File: src/rtl/fab_reset_sequencer_pkg.sv
// Shared types and sizing helpers for the fabric reset sequencer.
package fab_reset_pkg;

  typedef enum logic [2:0] {
    ST_WAIT_LOCK  = 3'd0,
    ST_ASSERT_FAB = 3'd1,
    ST_WAIT_MSS   = 3'd2,
    ST_REL_PERIPH = 3'd3,
    ST_REL_APP    = 3'd4,
    ST_RUN        = 3'd5,
    ST_FAULT      = 3'd7
  } seq_state_e;

  // Minimum dwell in WAIT_MSS so the MSS handshake seen is one re-synchronized
  // after CORE_RESET_N was released, not a stale pre-release sample.
  localparam int unsigned MSS_SETTLE_CYCLES = 2;

  function automatic int unsigned timer_width(input int unsigned a,
                                              input int unsigned b,
                                              input int unsigned c,
                                              input int unsigned d);
    int unsigned m;
    m = a;
    if (b > m) m = b;
    if (c > m) m = c;
    if (d > m) m = d;
    return $clog2(m + 1);
  endfunction

endpackage

File: src/rtl/fab_reset_sequencer_if.sv
// Board-side signals of the fabric reset sequencer.
interface fab_reset_sequencer_if;

  logic       FAB_CCC_LOCK;
  logic       MSS_READY;
  logic       INIT_DONE;
  logic       SW_RESET_REQ_N;
  logic       CORE_RESET_N;
  logic       PERIPH_RESET_N;
  logic       APP_RESET_N;
  logic       SEQ_DONE;
  logic       SEQ_FAULT;
  logic [2:0] SEQ_STATE;

  modport master (
    output FAB_CCC_LOCK, MSS_READY, INIT_DONE, SW_RESET_REQ_N,
    input  CORE_RESET_N, PERIPH_RESET_N, APP_RESET_N, SEQ_DONE, SEQ_FAULT, SEQ_STATE
  );

  modport slave (
    input  FAB_CCC_LOCK, MSS_READY, INIT_DONE, SW_RESET_REQ_N,
    output CORE_RESET_N, PERIPH_RESET_N, APP_RESET_N, SEQ_DONE, SEQ_FAULT, SEQ_STATE
  );

endinterface

File: src/rtl/fab_reset_sequencer_sync.sv
// Two-flop synchronizer with a selectable reset value.
module fab_sync_2ff #(
  parameter logic RESET_VAL = 1'b0
) (
  input  logic clk,
  input  logic rst_n,
  input  logic d,
  output logic q
);

  logic meta_q;
  logic sync_q;

  always_ff @(posedge clk or negedge rst_n) begin
    if (!rst_n) begin
      meta_q <= RESET_VAL;
      sync_q <= RESET_VAL;
    end else begin
      meta_q <= d;
      sync_q <= meta_q;
    end
  end

  assign q = sync_q;

endmodule

File: src/rtl/fab_reset_sequencer.sv
// Fabric reset bring-up: lock filter, core reset pulse, MSS handshake,
// staggered peripheral/application release, fault latch on timeout.
module fab_reset_sequencer
  import fab_reset_pkg::*;
#(
  parameter int unsigned LOCK_FILTER    = 16,
  parameter int unsigned HOLD_CYCLES    = 32,
  parameter int unsigned STAGE_GAP      = 8,
  parameter int unsigned TIMEOUT_CYCLES = 1048576
) (
  input  logic                 CLK_BASE,
  input  logic                 RESET_N,
  fab_reset_sequencer_if.slave bus
);

  localparam int unsigned TMR_W = timer_width(TIMEOUT_CYCLES, HOLD_CYCLES,
                                              STAGE_GAP, LOCK_FILTER);
  localparam int unsigned FLT_W = $clog2(LOCK_FILTER + 1);

  localparam logic [TMR_W-1:0] TMR_MAX      = '1;
  localparam logic [TMR_W-1:0] TIMEOUT_LAST = TMR_W'(TIMEOUT_CYCLES - 1);
  localparam logic [TMR_W-1:0] HOLD_LAST    = TMR_W'(HOLD_CYCLES - 1);
  localparam logic [TMR_W-1:0] GAP_LAST     = TMR_W'(STAGE_GAP - 1);
  localparam logic [TMR_W-1:0] SETTLE_LAST  = TMR_W'(MSS_SETTLE_CYCLES - 1);
  localparam logic [FLT_W-1:0] FILT_LAST    = FLT_W'(LOCK_FILTER - 1);

  logic lock_s, mss_ready_s, init_done_s, sw_req_n_s;

  fab_sync_2ff #(.RESET_VAL(1'b0)) u_sync_lock (
    .clk(CLK_BASE), .rst_n(RESET_N), .d(bus.FAB_CCC_LOCK), .q(lock_s)
  );
  fab_sync_2ff #(.RESET_VAL(1'b0)) u_sync_mss (
    .clk(CLK_BASE), .rst_n(RESET_N), .d(bus.MSS_READY), .q(mss_ready_s)
  );
  fab_sync_2ff #(.RESET_VAL(1'b0)) u_sync_init (
    .clk(CLK_BASE), .rst_n(RESET_N), .d(bus.INIT_DONE), .q(init_done_s)
  );
  fab_sync_2ff #(.RESET_VAL(1'b1)) u_sync_sw (
    .clk(CLK_BASE), .rst_n(RESET_N), .d(bus.SW_RESET_REQ_N), .q(sw_req_n_s)
  );

  seq_state_e       state_q, state_d;
  logic [TMR_W-1:0] timer_q, timer_d;
  logic [FLT_W-1:0] filt_q, filt_d;
  logic             core_q, core_d;
  logic             periph_q, periph_d;
  logic             app_q, app_d;
  logic             done_q, done_d;
  logic             fault_q, fault_d;
  logic             tmr_clr;
  logic             lock_loss;

  assign lock_loss = !lock_s &&
                     (state_q inside {ST_ASSERT_FAB, ST_WAIT_MSS, ST_REL_PERIPH,
                                      ST_REL_APP, ST_RUN});

  always_comb begin
    state_d = state_q;
    filt_d  = '0;
    tmr_clr = 1'b0;
    if (lock_loss) begin
      state_d = ST_WAIT_LOCK;
    end else if (!sw_req_n_s && state_q != ST_WAIT_LOCK) begin
      state_d = ST_WAIT_LOCK;
    end else begin
      case (state_q)
        ST_WAIT_LOCK: begin
          // A held software request restarts the wait from scratch.
          if (!sw_req_n_s) begin
            tmr_clr = 1'b1;
          end else if (timer_q == TIMEOUT_LAST) begin
            state_d = ST_FAULT;
          end else if (lock_s) begin
            if (filt_q == FILT_LAST) state_d = ST_ASSERT_FAB;
            else                     filt_d  = filt_q + 1'b1;
          end
        end
        ST_ASSERT_FAB: begin
          if (timer_q == HOLD_LAST) state_d = ST_WAIT_MSS;
        end
        ST_WAIT_MSS: begin
          if (timer_q == TIMEOUT_LAST) begin
            state_d = ST_FAULT;
          end else if (timer_q >= SETTLE_LAST && mss_ready_s && init_done_s) begin
            state_d = ST_REL_PERIPH;
          end
        end
        ST_REL_PERIPH: begin
          if (timer_q == GAP_LAST) state_d = ST_REL_APP;
        end
        ST_REL_APP: begin
          if (timer_q == GAP_LAST) state_d = ST_RUN;
        end
        ST_RUN:   state_d = ST_RUN;
        ST_FAULT: state_d = ST_FAULT;
        default:  state_d = ST_WAIT_LOCK;
      endcase
    end

    if (state_d != state_q || tmr_clr) timer_d = '0;
    else if (timer_q != TMR_MAX)       timer_d = timer_q + 1'b1;
    else                               timer_d = timer_q;
  end

  // Outputs decode the state being entered so they register on the same edge.
  always_comb begin
    core_d   = 1'b0;
    periph_d = 1'b0;
    app_d    = 1'b0;
    done_d   = 1'b0;
    fault_d  = 1'b0;
    case (state_d)
      ST_WAIT_MSS, ST_REL_PERIPH: core_d = 1'b1;
      ST_REL_APP: begin
        core_d   = 1'b1;
        periph_d = 1'b1;
      end
      ST_RUN: begin
        core_d   = 1'b1;
        periph_d = 1'b1;
        app_d    = 1'b1;
        done_d   = 1'b1;
      end
      ST_FAULT: fault_d = 1'b1;
      default: ;
    endcase
  end

  always_ff @(posedge CLK_BASE or negedge RESET_N) begin
    if (!RESET_N) begin
      state_q  <= ST_WAIT_LOCK;
      timer_q  <= '0;
      filt_q   <= '0;
      core_q   <= 1'b0;
      periph_q <= 1'b0;
      app_q    <= 1'b0;
      done_q   <= 1'b0;
      fault_q  <= 1'b0;
    end else begin
      state_q  <= state_d;
      timer_q  <= timer_d;
      filt_q   <= filt_d;
      core_q   <= core_d;
      periph_q <= periph_d;
      app_q    <= app_d;
      done_q   <= done_d;
      fault_q  <= fault_d;
    end
  end

  assign bus.CORE_RESET_N   = core_q;
  assign bus.PERIPH_RESET_N = periph_q;
  assign bus.APP_RESET_N    = app_q;
  assign bus.SEQ_DONE       = done_q;
  assign bus.SEQ_FAULT      = fault_q;
  assign bus.SEQ_STATE      = state_q;

endmodule

File: src/flat_wrapper.sv
// flat-port wrapper written by rule: the top's interface ports become plain ports
module fab_reset_sequencer_flat import fab_reset_pkg::*;
#(
  parameter int unsigned LOCK_FILTER    = 16,
  parameter int unsigned HOLD_CYCLES    = 32,
  parameter int unsigned STAGE_GAP      = 8,
  parameter int unsigned TIMEOUT_CYCLES = 1048576
)
  (CLK_BASE, RESET_N, bus_FAB_CCC_LOCK, bus_MSS_READY, bus_INIT_DONE, bus_SW_RESET_REQ_N, bus_CORE_RESET_N, bus_PERIPH_RESET_N, bus_APP_RESET_N, bus_SEQ_DONE, bus_SEQ_FAULT, bus_SEQ_STATE);
  fab_reset_sequencer_if bus_i ();
  input  logic CLK_BASE;
  input  logic RESET_N;
  input wire logic [$bits(bus_i.FAB_CCC_LOCK)-1:0] bus_FAB_CCC_LOCK;
  input wire logic [$bits(bus_i.MSS_READY)-1:0] bus_MSS_READY;
  input wire logic [$bits(bus_i.INIT_DONE)-1:0] bus_INIT_DONE;
  input wire logic [$bits(bus_i.SW_RESET_REQ_N)-1:0] bus_SW_RESET_REQ_N;
  output wire logic [$bits(bus_i.CORE_RESET_N)-1:0] bus_CORE_RESET_N;
  output wire logic [$bits(bus_i.PERIPH_RESET_N)-1:0] bus_PERIPH_RESET_N;
  output wire logic [$bits(bus_i.APP_RESET_N)-1:0] bus_APP_RESET_N;
  output wire logic [$bits(bus_i.SEQ_DONE)-1:0] bus_SEQ_DONE;
  output wire logic [$bits(bus_i.SEQ_FAULT)-1:0] bus_SEQ_FAULT;
  output wire logic [$bits(bus_i.SEQ_STATE)-1:0] bus_SEQ_STATE;
  assign bus_i.FAB_CCC_LOCK = bus_FAB_CCC_LOCK;
  assign bus_i.MSS_READY = bus_MSS_READY;
  assign bus_i.INIT_DONE = bus_INIT_DONE;
  assign bus_i.SW_RESET_REQ_N = bus_SW_RESET_REQ_N;
  assign bus_CORE_RESET_N = bus_i.CORE_RESET_N;
  assign bus_PERIPH_RESET_N = bus_i.PERIPH_RESET_N;
  assign bus_APP_RESET_N = bus_i.APP_RESET_N;
  assign bus_SEQ_DONE = bus_i.SEQ_DONE;
  assign bus_SEQ_FAULT = bus_i.SEQ_FAULT;
  assign bus_SEQ_STATE = bus_i.SEQ_STATE;
  fab_reset_sequencer #(.LOCK_FILTER(LOCK_FILTER), .HOLD_CYCLES(HOLD_CYCLES), .STAGE_GAP(STAGE_GAP), .TIMEOUT_CYCLES(TIMEOUT_CYCLES)) u_core (.CLK_BASE(CLK_BASE), .RESET_N(RESET_N), .bus(bus_i));
endmodule
File: config.mk
export PLATFORM = sky130hd
export DESIGN_NAME = fab_reset_sequencer_flat
export DESIGN_NICKNAME = d
export VERILOG_FILES = /design/src/rtl/fab_reset_sequencer_pkg.sv /design/src/rtl/fab_reset_sequencer_if.sv /design/src/rtl/fab_reset_sequencer_sync.sv /design/src/rtl/fab_reset_sequencer.sv /design/src/flat_wrapper.sv
export SDC_FILE = /design/constraint.sdc
export NUM_CORES = 1
export LEC_CHECK = 0
export ABC_AREA = 1
export ABC_CLOCK_PERIOD_IN_PS = 2100
export CAP_MARGIN = 20
export CELL_PAD_IN_SITES_DETAIL_PLACEMENT = 1
export CELL_PAD_IN_SITES_GLOBAL_PLACEMENT = 2
export CORE_ASPECT_RATIO = 1.1
export CORE_UTILIZATION = 35
export DETAILED_ROUTE_END_ITERATION = 7
export GPL_ROUTABILITY_DRIVEN = 0
export PLACE_DENSITY_LB_ADDON = 0.1
export SYNTH_ARGS = -nofsm -noshare
export SYNTH_HDL_FRONTEND = slang
export SYNTH_SLANG_ARGS = --single-unit
File: constraint.sdc
create_clock -name CLK_BASE -period 2.1 [get_ports CLK_BASE]
set_input_delay 0.42 -clock CLK_BASE [delete_from_list [all_inputs] [get_ports CLK_BASE]]
set_output_delay 0.42 -clock CLK_BASE [all_outputs]
set_load 0.03 [all_outputs]
## Word level (Yosys, flattened, before mapping)

Cells that the tools add are included.

| word-level totals | value |
|---|---|
| bits in latches | 0 |
| output and inout bits | 8 |
| memories | 0 |
| logic and storage cells | 77 |
| bits of input ports | 6 |
| memory bits (writable) | 0 |
| register bits after elaboration | 41 |
| memory bits (read-only) | 0 |

| cells by class | value |
|---|---|
| add/sub/neg operators | 2 |
| reductions and logical operators | 13 |
| equal/unequal tests | 17 |
| div/mod/pow operators | 0 |
| multiply operators | 0 |
| shift-type cells | 0 |
| $lt $le $gt $ge | 1 |
| bitwise operators | 0 |
| mux-type cells | 29 |

Operators by type and width:

| kind | count |
|---|---|
| $mux W21 | 2 |
| $mux W5 | 7 |
| $mux W3 | 11 |
| $add A21 B1 Y21 const B | 1 |
| $eq A21 B20 Y1 const B | 1 |
| $eq A21 B3 Y1 const B | 1 |
| $eq A21 B5 Y1 const B | 1 |
| $ge A21 B1 Y1 const B | 1 |
| $ne A21 B21 Y1 const B | 1 |
| $pmux W3 S7 | 1 |
| $eq A3 B3 Y1 const B | 6 |
| $eq A3 B2 Y1 const B | 4 |
| $mux W1 | 8 |
| $add A5 B1 Y5 const B | 1 |
| $eq A5 B4 Y1 const B | 1 |
| $reduce_bool A5 Y1 | 1 |
| $logic_and A1 B1 Y1 | 4 |
| $reduce_or A4 Y1 | 1 |
| $eq A3 B1 Y1 const B | 1 |
| $logic_not A3 Y1 | 1 |
| $ne A3 B3 Y1 | 1 |
| $reduce_bool A3 Y1 | 1 |
| $logic_not A1 Y1 | 2 |
| $reduce_bool A2 Y1 | 1 |
| other kinds (2) | 2 |

## Logic depth before layout (Yosys ltp)

Gate-level depths: netlist (run 1).

| logic depth | value |
|---|---|
| depth in word-level cells | 11 |
| depth in mapped cells | 16 |
| depth with buffers taken out | 15 |

## Hierarchy

Synthesis (run 1) repeated with hierarchy kept, for this count alone.

| second synthesis, totals | value |
|---|---|
| cell total of the unflattened synthesis | 290 |
| area total of the unflattened synthesis | 2,283.4 µm² |

By module, submodules not included:

| module | cells each | sequential area each (µm²) | instances | area an instance (µm²) |
|---|---|---|---|---|
| fab_reset_sequencer | 282 | 825.8 | 1 | 2,080.7 |
| fab_sync_2ff at u_core.u_sync_init ... | 2 | 50.0 | 3 | 50.0 |
| fab_sync_2ff at u_core.u_sync_sw | 2 | 52.6 | 1 | 52.6 |

## Least setup slack after synthesis (run 1)

Ideal clock, no wire load.

| path | value |
|---|---|
| path kind | reg2reg |
| from | reg u_core.state_q[0], in the netlist u_core.bus.SEQ_STATE[0] |
| to | reg u_core.timer_q[2] |
| setup slack | 0.198 ns |
| buffers on the path | 1 |
| clock period less this slack | 1.902 ns |
| cell stages (with the launch flop) | 14 |
| setup time | 0.122 ns |
| required time | 1.978 ns |
| data arrival time | 1.780 ns |
| cells stage by stage | dfrtp_1 -> inv_2 -> nand3_2 -> nor3b_1 -> nand2_1 -> nand3_1 -> nor2_1 -> nand2_1 -> nand2_1 -> nand2_1 -> nand2_1 -> nand3_2 -> buf_6 -> nor2_2 |

| between the ends | value |
|---|---|
| longest elaborated chain between the ends | 10 |
| elaborated cells between the ends (all ways) | 30 |
| classes of those cells | eq/ne: 7; mux: 16; reduce/logical: 7 |

Ends and longest elaborated chain:

| what | RTL line | source |
|---|---|---|
| start, declared | fab_reset_sequencer.sv:42 | `seq_state_e state_q, state_d;` |
| start signal, assigned | fab_reset_sequencer.sv:140 | `state_q <= state_d;` |
| $mux W3 | fab_reset_sequencer.sv:74 | `if (filt_q == FILT_LAST) state_d = ST_ASSERT_FAB;` |
| $mux W3 | fab_reset_sequencer.sv:73 | `end else if (lock_s) begin` |
| $mux W3 | fab_reset_sequencer.sv:71 | `end else if (timer_q == TIMEOUT_LAST) begin` |
| $mux W3 | fab_reset_sequencer.sv:69 | `if (!sw_req_n_s) begin` |
| $pmux W3 S7 | fab_reset_sequencer.sv:66 | `case (state_q)` |
| $mux W3 | fab_reset_sequencer.sv:63 | `end else if (!sw_req_n_s && state_q != ST_WAIT_LOCK) begin` |
| $mux W3 | fab_reset_sequencer.sv:61 | `if (lock_loss) begin` |
| $ne A3 B3 Y1 | fab_reset_sequencer.sv:100 | `if (state_d != state_q \|\| tmr_clr) timer_d = '0;` |
| $logic_or A1 B1 Y1 (*) | fab_reset_sequencer.sv:100 |  |
| $mux W21 or $reduce_bool A2 Y1 (tied branches) | - |  |
| end signal, assigned | fab_reset_sequencer.sv:141 | `timer_q <= timer_d;` |
| end, declared | fab_reset_sequencer.sv:43 | `logic [TMR_W-1:0] timer_q, timer_d;` |

Every way passes the cells marked *; elsewhere a longest branch is shown, timed or not.
A chain may end at the register's enable or synchronous reset.

## Final worst setup path (run 1)

| path | value |
|---|---|
| from | reg u_core.timer_q[9] |
| to | reg u_core.timer_q[15] |

| between the ends | value |
|---|---|
| longest elaborated chain between the ends | 11 |
| elaborated cells between the ends (all ways) | 23 |
| classes of those cells | add/sub: 1; order compare: 1; eq/ne: 5; mux: 12; reduce/logical: 4 |

Ends and longest elaborated chain:

| what | RTL line | source |
|---|---|---|
| $ge A21 B1 Y1 | fab_reset_sequencer.sv:84 | `end else if (timer_q >= SETTLE_LAST && mss_ready_s && init_done_s) begin` |
| $logic_and A1 B1 Y1 (2 in series) | fab_reset_sequencer.sv:84 |  |
| $mux W3 | fab_reset_sequencer.sv:84 |  |
| $mux W3 | fab_reset_sequencer.sv:82 | `if (timer_q == TIMEOUT_LAST) begin` |
| $pmux W3 S7 | fab_reset_sequencer.sv:66 |  |
| $mux W3 | fab_reset_sequencer.sv:63 |  |
| $mux W3 | fab_reset_sequencer.sv:61 |  |
| $ne A3 B3 Y1 | fab_reset_sequencer.sv:100 |  |
| $logic_or A1 B1 Y1 | fab_reset_sequencer.sv:100 |  |
| $mux W21 or $reduce_bool A2 Y1 (tied branches) | - |  |

Several ways; a longest one is shown, not always the timed one. The select of a mux whose other input is x is not followed.

==> flow_summary.ini, run 1 <==
[place]
place_ws_ns = -0.03795
post-dp-hpwl_um = 4270
numPortBuffers = 13
dp_cells = 395

[timing]
rsz0062_at_grt = true
timing_worst_slew_pin_value_ns = 0.4882
fin_crit_ns = 2.081
slew_headroom_pct = 67.45
max_freq_mhz = 480.4
setup_slack_ns = 0.01851
finalSetupViolCount = 0
maxSlewViolCount = 0
skew_ns = 0.01352
min_period_over_period_pct = 99.12
hold_viol = 0

[global_routing]
grt_pass1_vias = 1965
grt_max_degree = 24
track_usage_pct = 18.47
grt_pass1_wl_um = 9556
grt-ovfl-total = 0
antenna_found_initial = 0

[critical_path]
reg2reg_slack_ns = 0.02
cp-end-kind = flip-flop
required_ns = 2.33
worstRegToRegCells = 13
rr_endpoint = u_core.timer_q[15]
reg2reg_from = u_core.timer_q[9]
start_kind = flip-flop
path_max_fanout = 5
critPathArrivalTime_ns = 2.31
critPathKind = reg -> reg

[power]
p_leak_uw = 0.001355
ir_drop_mv = 0.2929
cellPowerDensity_nw_per_um2 = 530.4

[layout]
fillCellCount = 777
regMostFlops = u_core.timer_q
n_antenna_cell = 0
area_delta_synth_final_pct = 30.17
largest_reg_flops = 21
multi_input_area_um2 = 1176
drive_gt1_share_pct = 30.49
regArea_um2 = 1035
fin_nets = 336
final_cells = 408

[route]
via_per_inst = 4.735
drc = 0
first_iter_violations = 58
wirelength_um = 5971
route.vias.total = 1932
wl_per_cell_um = 14.63
ant_nets = 0
drt_first_pass_iters = 5

[logic_synthesis]
synth_fp_nets = 292
netlist_instances = 283
synth.avg_cell_area_um2 = 8.016
synthDistinctLibCells = 28
synth_area_um2 = 2268
yosysSeqAreaShare_pct = 45.34
ys_ff_latch = 41
synth_warnings = 0

[floorplanning]
rows = 30
core_um2 = 6231
io_pins = 14
die_y_um = 86.44
design.die.area_um2 = 6808
start_util_pct = 36.41
fp.dieW_um = 78.76

[cts]
clkTransAtPathRegs_ns = 0.09
cts_hold_buffers = 0
htreeDepth = 2
cts_inserted_buffers = 5
root_buffer = clkbuf_8
cts.sinks = 41
clkLatencyLatePin_ns = 0.31
clockBufferDepth = 2
tritoncts = done

[run_status]
outcome = completed

[run]
maxCapViolCount = 0

[min_path]
min_path_type = in -> async
## per-stage QoR
step                      util (%)  setup TNS, ns  total power, µW  hold WS [ns]  area [µm²]
after floorplan                  -              0            870.0        0.1244        2268
after global placement       42.59        -0.8728            918.5        0.3346        2654
after detailed placement     42.59        -0.3656            921.4        0.3434        2654
after CTS                    44.40              0             1566       0.07789        2766
after global routing         47.39         -2.640             1628       0.09276        2953
final                        47.39              0             1566       0.06621        2953
## layer usage
layer  track usage [%]  vias to the layer above  share of wire (%)
li1                  -                      969                  -
met2             33.20                       20                 53
met5                 0                        -                  0
met1             22.42                      937                 44
met4             6.061                        0                1.4
met3             2.842                        6                2.1
## placed cells by master, fill, tap and decap left out, types with 2 or more instances in the layout
| master | n |
|---|---|
| buf_4 | 21 |
| nand3_1 | 26 |
| o21ai_0 | 7 |
| nor3_2 | 2 |
| clkbuf_16 | 2 |
| inv_2 | 8 |
| xor2_1 | 11 |
| buf_6 | 2 |
| clkdlybuf4s50_1 | 12 |
| dfrtp_1 | 34 |
| xnor2_1 | 4 |
| buf_12 | 2 |
| nor3_1 | 6 |
| clkbuf_8 | 5 |
| dfrtp_2 | 5 |
| nor2_1 | 38 |
| nand2_1 | 50 |
| a21oi_1 | 2 |
| nand2_2 | 7 |
| nand4_1 | 3 |
| nand3_2 | 4 |
| inv_1 | 28 |
| nor2_4 | 9 |
| dfstp_2 | 2 |
| nor2_2 | 21 |
## synthesized netlist by cell type, drive strengths merged
cell    count  area [µm²]
clkinv      1       3.750
nor3b       2       15.01
xnor2       4       35.03
nand3      31       170.2
a211oi      1       20.02
nand4       3       18.77
nand2      57       221.5
xor2       12       105.1
dfstp       2       52.55
inv        36       135.1
nor2       68       325.3
or2         1       6.260
o21ai       9       48.79
a21oi       2       10.01
o31ai       1       7.510
dfrtp      39       975.9
buf         3       30.03
ha          3       37.54
nor3        8       50.05
## timing repair
item | CTS | global route
pin swaps | 0 | 11
resized for setup | 1 | 31
buffers inserted | 0 | 2
setup endpoints to repair | 21 | 21
cloned | 0 | 3
## power by group
| group | switching [µW] | total, µW | internal [µW] |
|---|---|---|---|
| logic | 64.7 | 116 | 51.3 |
| registers | 9.57 | 814 | 805 |
| clock network | 283 | 636 | 353 |
## how the worst max path moves through the flow
| stage | start | end | cells past startpoint |
|---|---|---|---|
| 3_5_place_dp | u_core.bus.SEQ_STATE[0] | u_core.timer_q[12] | 13 |
| 4_1_cts | u_core.timer_q[0] | u_core.timer_q[12] | 16 |
| 6_report | u_core.timer_q[9] | u_core.timer_q[15] | 13 |
| 3_3_place_gp | u_core.bus.SEQ_STATE[0] | u_core.timer_q[12] | 13 |
| 2_1_floorplan | u_core.bus.SEQ_STATE[0] | u_core.timer_q[2] | 13 |
| 5_1_grt | u_core.timer_q[11] | u_core.timer_q[15] | 14 |
## area by class of cell
| type | count | share of cell area (%) |
|---|---|---|
| Inverter | 37 | 4.703 |
| Timing Repair Buffer | 40 | 13.39 |
| Sequential cell | 41 | 35.04 |
| Clock buffer | 6 | 2.458 |
| Tap cell | 80 | 3.390 |
| Clock inverter | 2 | 1.186 |
| Multi-Input combinational cell | 202 | 39.83 |
## worst max-delay path: stages, from the launching register on
cell and delay (ns):
dfrtp_2 0.45, or2_0 0.23, nor2_1 0.16, nand3_2 0.12
nand2_1 0.09, inv_1 0.04, nor2_1 0.09, nand3_1 0.13
nand2_1 0.11, nand2_1 0.06, nand2_1 0.10, nand3_4 0.15
clkbuf_16 0.20, nor2_2 0.07
## cell families (layout without fill, tap and decap cells)
| family | after synthesis | after routing | synth area share, % |
|---|---|---|---|
| flip-flops | 41 | 41 | 45.34 |
| AO/OA/AOI/OAI | 13 | 13 | 3.806 |
| buffers and inverters | 40 | 85 | 7.446 |
| adder cells (fa/ha/maj) | 3 | 3 | 1.655 |
| XOR/XNOR | 16 | 16 | 6.177 |
| AND/OR/NAND/NOR | 170 | 170 | 35.58 |
No activity file was read; power rests on OpenSTA's default activity.
==> inputs of run 2 (changes only) <==
HOLD_SLACK_MARGIN = 0.08   (was unset)
==> flow_summary.ini, run 2 (synthesis results as in run 1) <==
[power]
p_seq_share_pct = 51.9
ir_drop_mv = 0.2930
p_total_uw = 1568
switching_share_pct = 22.80
cellPowerDensity_nw_per_um2 = 529.1
p_int_uw = 1210
p_sw_uw = 357.5
p_comb_share_pct = 7.5
p_leak_uw = 0.001359
clockPowerShare_pct = 40.6

[critical_path]
critPathKind = reg -> reg
path_max_fanout = 5
cpMostUsedCell = nand2_1
path_cells = or2_0, nor2_1, nand3_2, nand2_1, inv_1, nor2_1, nand3_1, nand2_1, nand2_1, nand2_1, nand3_4, clkbuf_16, nor2_2
max_stage_delay_ns = 0.45
cp-end-kind = flip-flop
start_kind = flip-flop
critPathArrivalTime_ns = 2.32
cp_slowest_cell = dfrtp_2
required_ns = 2.33

[global_routing]
grt_max_degree = 24
grt_pass1_wl_um = 9570
antenna_found_initial = 0
track_usage_pct = 18.49
grt-ovfl-total = 0
grt_pass1_vias = 1969

[timing]
finalSetupViolCount = 0
skew_ns = 0.01354
slew_headroom_pct = 67.37
fin_crit_ns = 2.083
timing_worst_slew_pin_value_ns = 0.4894
min_period_over_period_pct = 99.17
hold_viol = 0
rsz0062_at_grt = true
holdWs_ns = 0.3646
max_freq_mhz = 480.2
maxSlewViolCount = 0

[route]
via_per_inst = 4.733
first_iter_violations = 61
route.vias.total = 1936
drt_first_pass_iters = 4
drc = 0
ant_nets = 0
wirelength_um = 5971
wl_per_cell_um = 14.60

[place]
dp_cells = 395
numPortBuffers = 13
post-dp-hpwl_um = 4270

[layout]
final_common_cell = nand2_1
fin_nets = 337
area_delta_synth_final_pct = 30.61
regMostFlops = u_core.timer_q
drive_gt1_share_pct = 30.40
final_cells = 409
final_cell_mix = 50 x nand2_1, 38 x nor2_1, 34 x dfrtp_1
largest_reg_flops = 21
n_antenna_cell = 0

[cts]
clkTransAtPathRegs_ns = 0.09
clockBufferDepth = 2
htreeDepth = 2
clkLatencyLatePin_ns = 0.31
cts_inserted_buffers = 5
root_buffer = clkbuf_8
tritoncts = done
cts.sinks = 41

[floorplanning]
fp.dieW_um = 78.76
start_util_pct = 36.41
io_pins = 14
core_um2 = 6231
die_y_um = 86.44
rows = 30
design.die.area_um2 = 6808

[min_path]
min_path_type = reg -> reg

[run_status]
outcome = completed

[run]
maxCapViolCount = 0
==> run 2: cell types whose count changed in the layout (fill, tap and decap cells not counted) <==
cell           previous run  this run
dlygate4sd3_1             0         1
==> run 2: path summary, 6_finish.rpt <==
check	from	end	slack, ns	cells past startpoint
setup / recovery	u_core.timer_q[9]	u_core.timer_q[15]	0.02	13
hold / removal	u_core.u_sync_sw.meta_q	u_core.u_sync_sw.q	0.36	0
setup reg to reg	u_core.timer_q[9]	u_core.timer_q[15]	0.02	13
hold reg to reg	u_core.u_sync_sw.meta_q	u_core.u_sync_sw.q	0.36	0
max in group asynchronous	RESET_N	u_core.u_sync_sw.meta_q	0.92	3
min in group asynchronous	RESET_N	u_core.timer_q[11]	0.60	2
==> run 2: what timing repair did <==
item / in CTS / in global routing
pin swaps: 0 / 11
gates cloned: 0 / 3
endpoints found under the hold margin: 2 / 0
gates resized for setup: 1 / 31
setup endpoints to repair: 21 / 21
buffers inserted: 0 / 2
hold buffers: 1 / 0
==> run 2: final cells by class <==
cell class | count | area, µm²
Tap cell | 80 | 100.1
Clock buffer | 6 | 72.57
Multi-Input combinational cell | 202 | 1176
Fill cell | 776 | 3268
Timing Repair Buffer | 41 | 405.4
Clock inverter | 2 | 35.03
Inverter | 37 | 138.9
Sequential cell | 41 | 1035
==> run 2: stage by stage <==
stage	util (%)	area, µm²	worst slack [ns]	setup TNS [ns]
after floorplan	-	2268	0.1979	0
after global placement	42.59	2654	-0.05333	-0.8728
after detailed placement	42.59	2654	-0.03795	-0.3656
after CTS	44.56	2776	0.02221	0
after global routing	47.55	2963	-0.1404	-2.640
final	47.55	2963	0.01738	0
==> run 2: per-layer routing <==
layer,up-vias,GRT usage (%),part of all wire (%)
met3,6,2.842,2.2
met1,937,22.42,44
met5,-,0,0
met2,22,33.28,53
met4,0,6.061,1.4
li1,971,-,-
==> run 2: power groups by stage <==
stage	logic, µW	registers [µW]	clock network (µW)
floorplan	42.8	827	0
global placement	90.8	828	0
detailed placement	93.0	828	0
CTS	96.4	813	658
global route	131	816	683
finish	117	814	636
==> run 2: critical path: cells and delay by family (launching register included) <==
kind / cells / cell delay, ns
buffers and inverters: 2 / 0.24
flip-flops: 1 / 0.45
AND/OR/NAND/NOR: 11 / 1.31
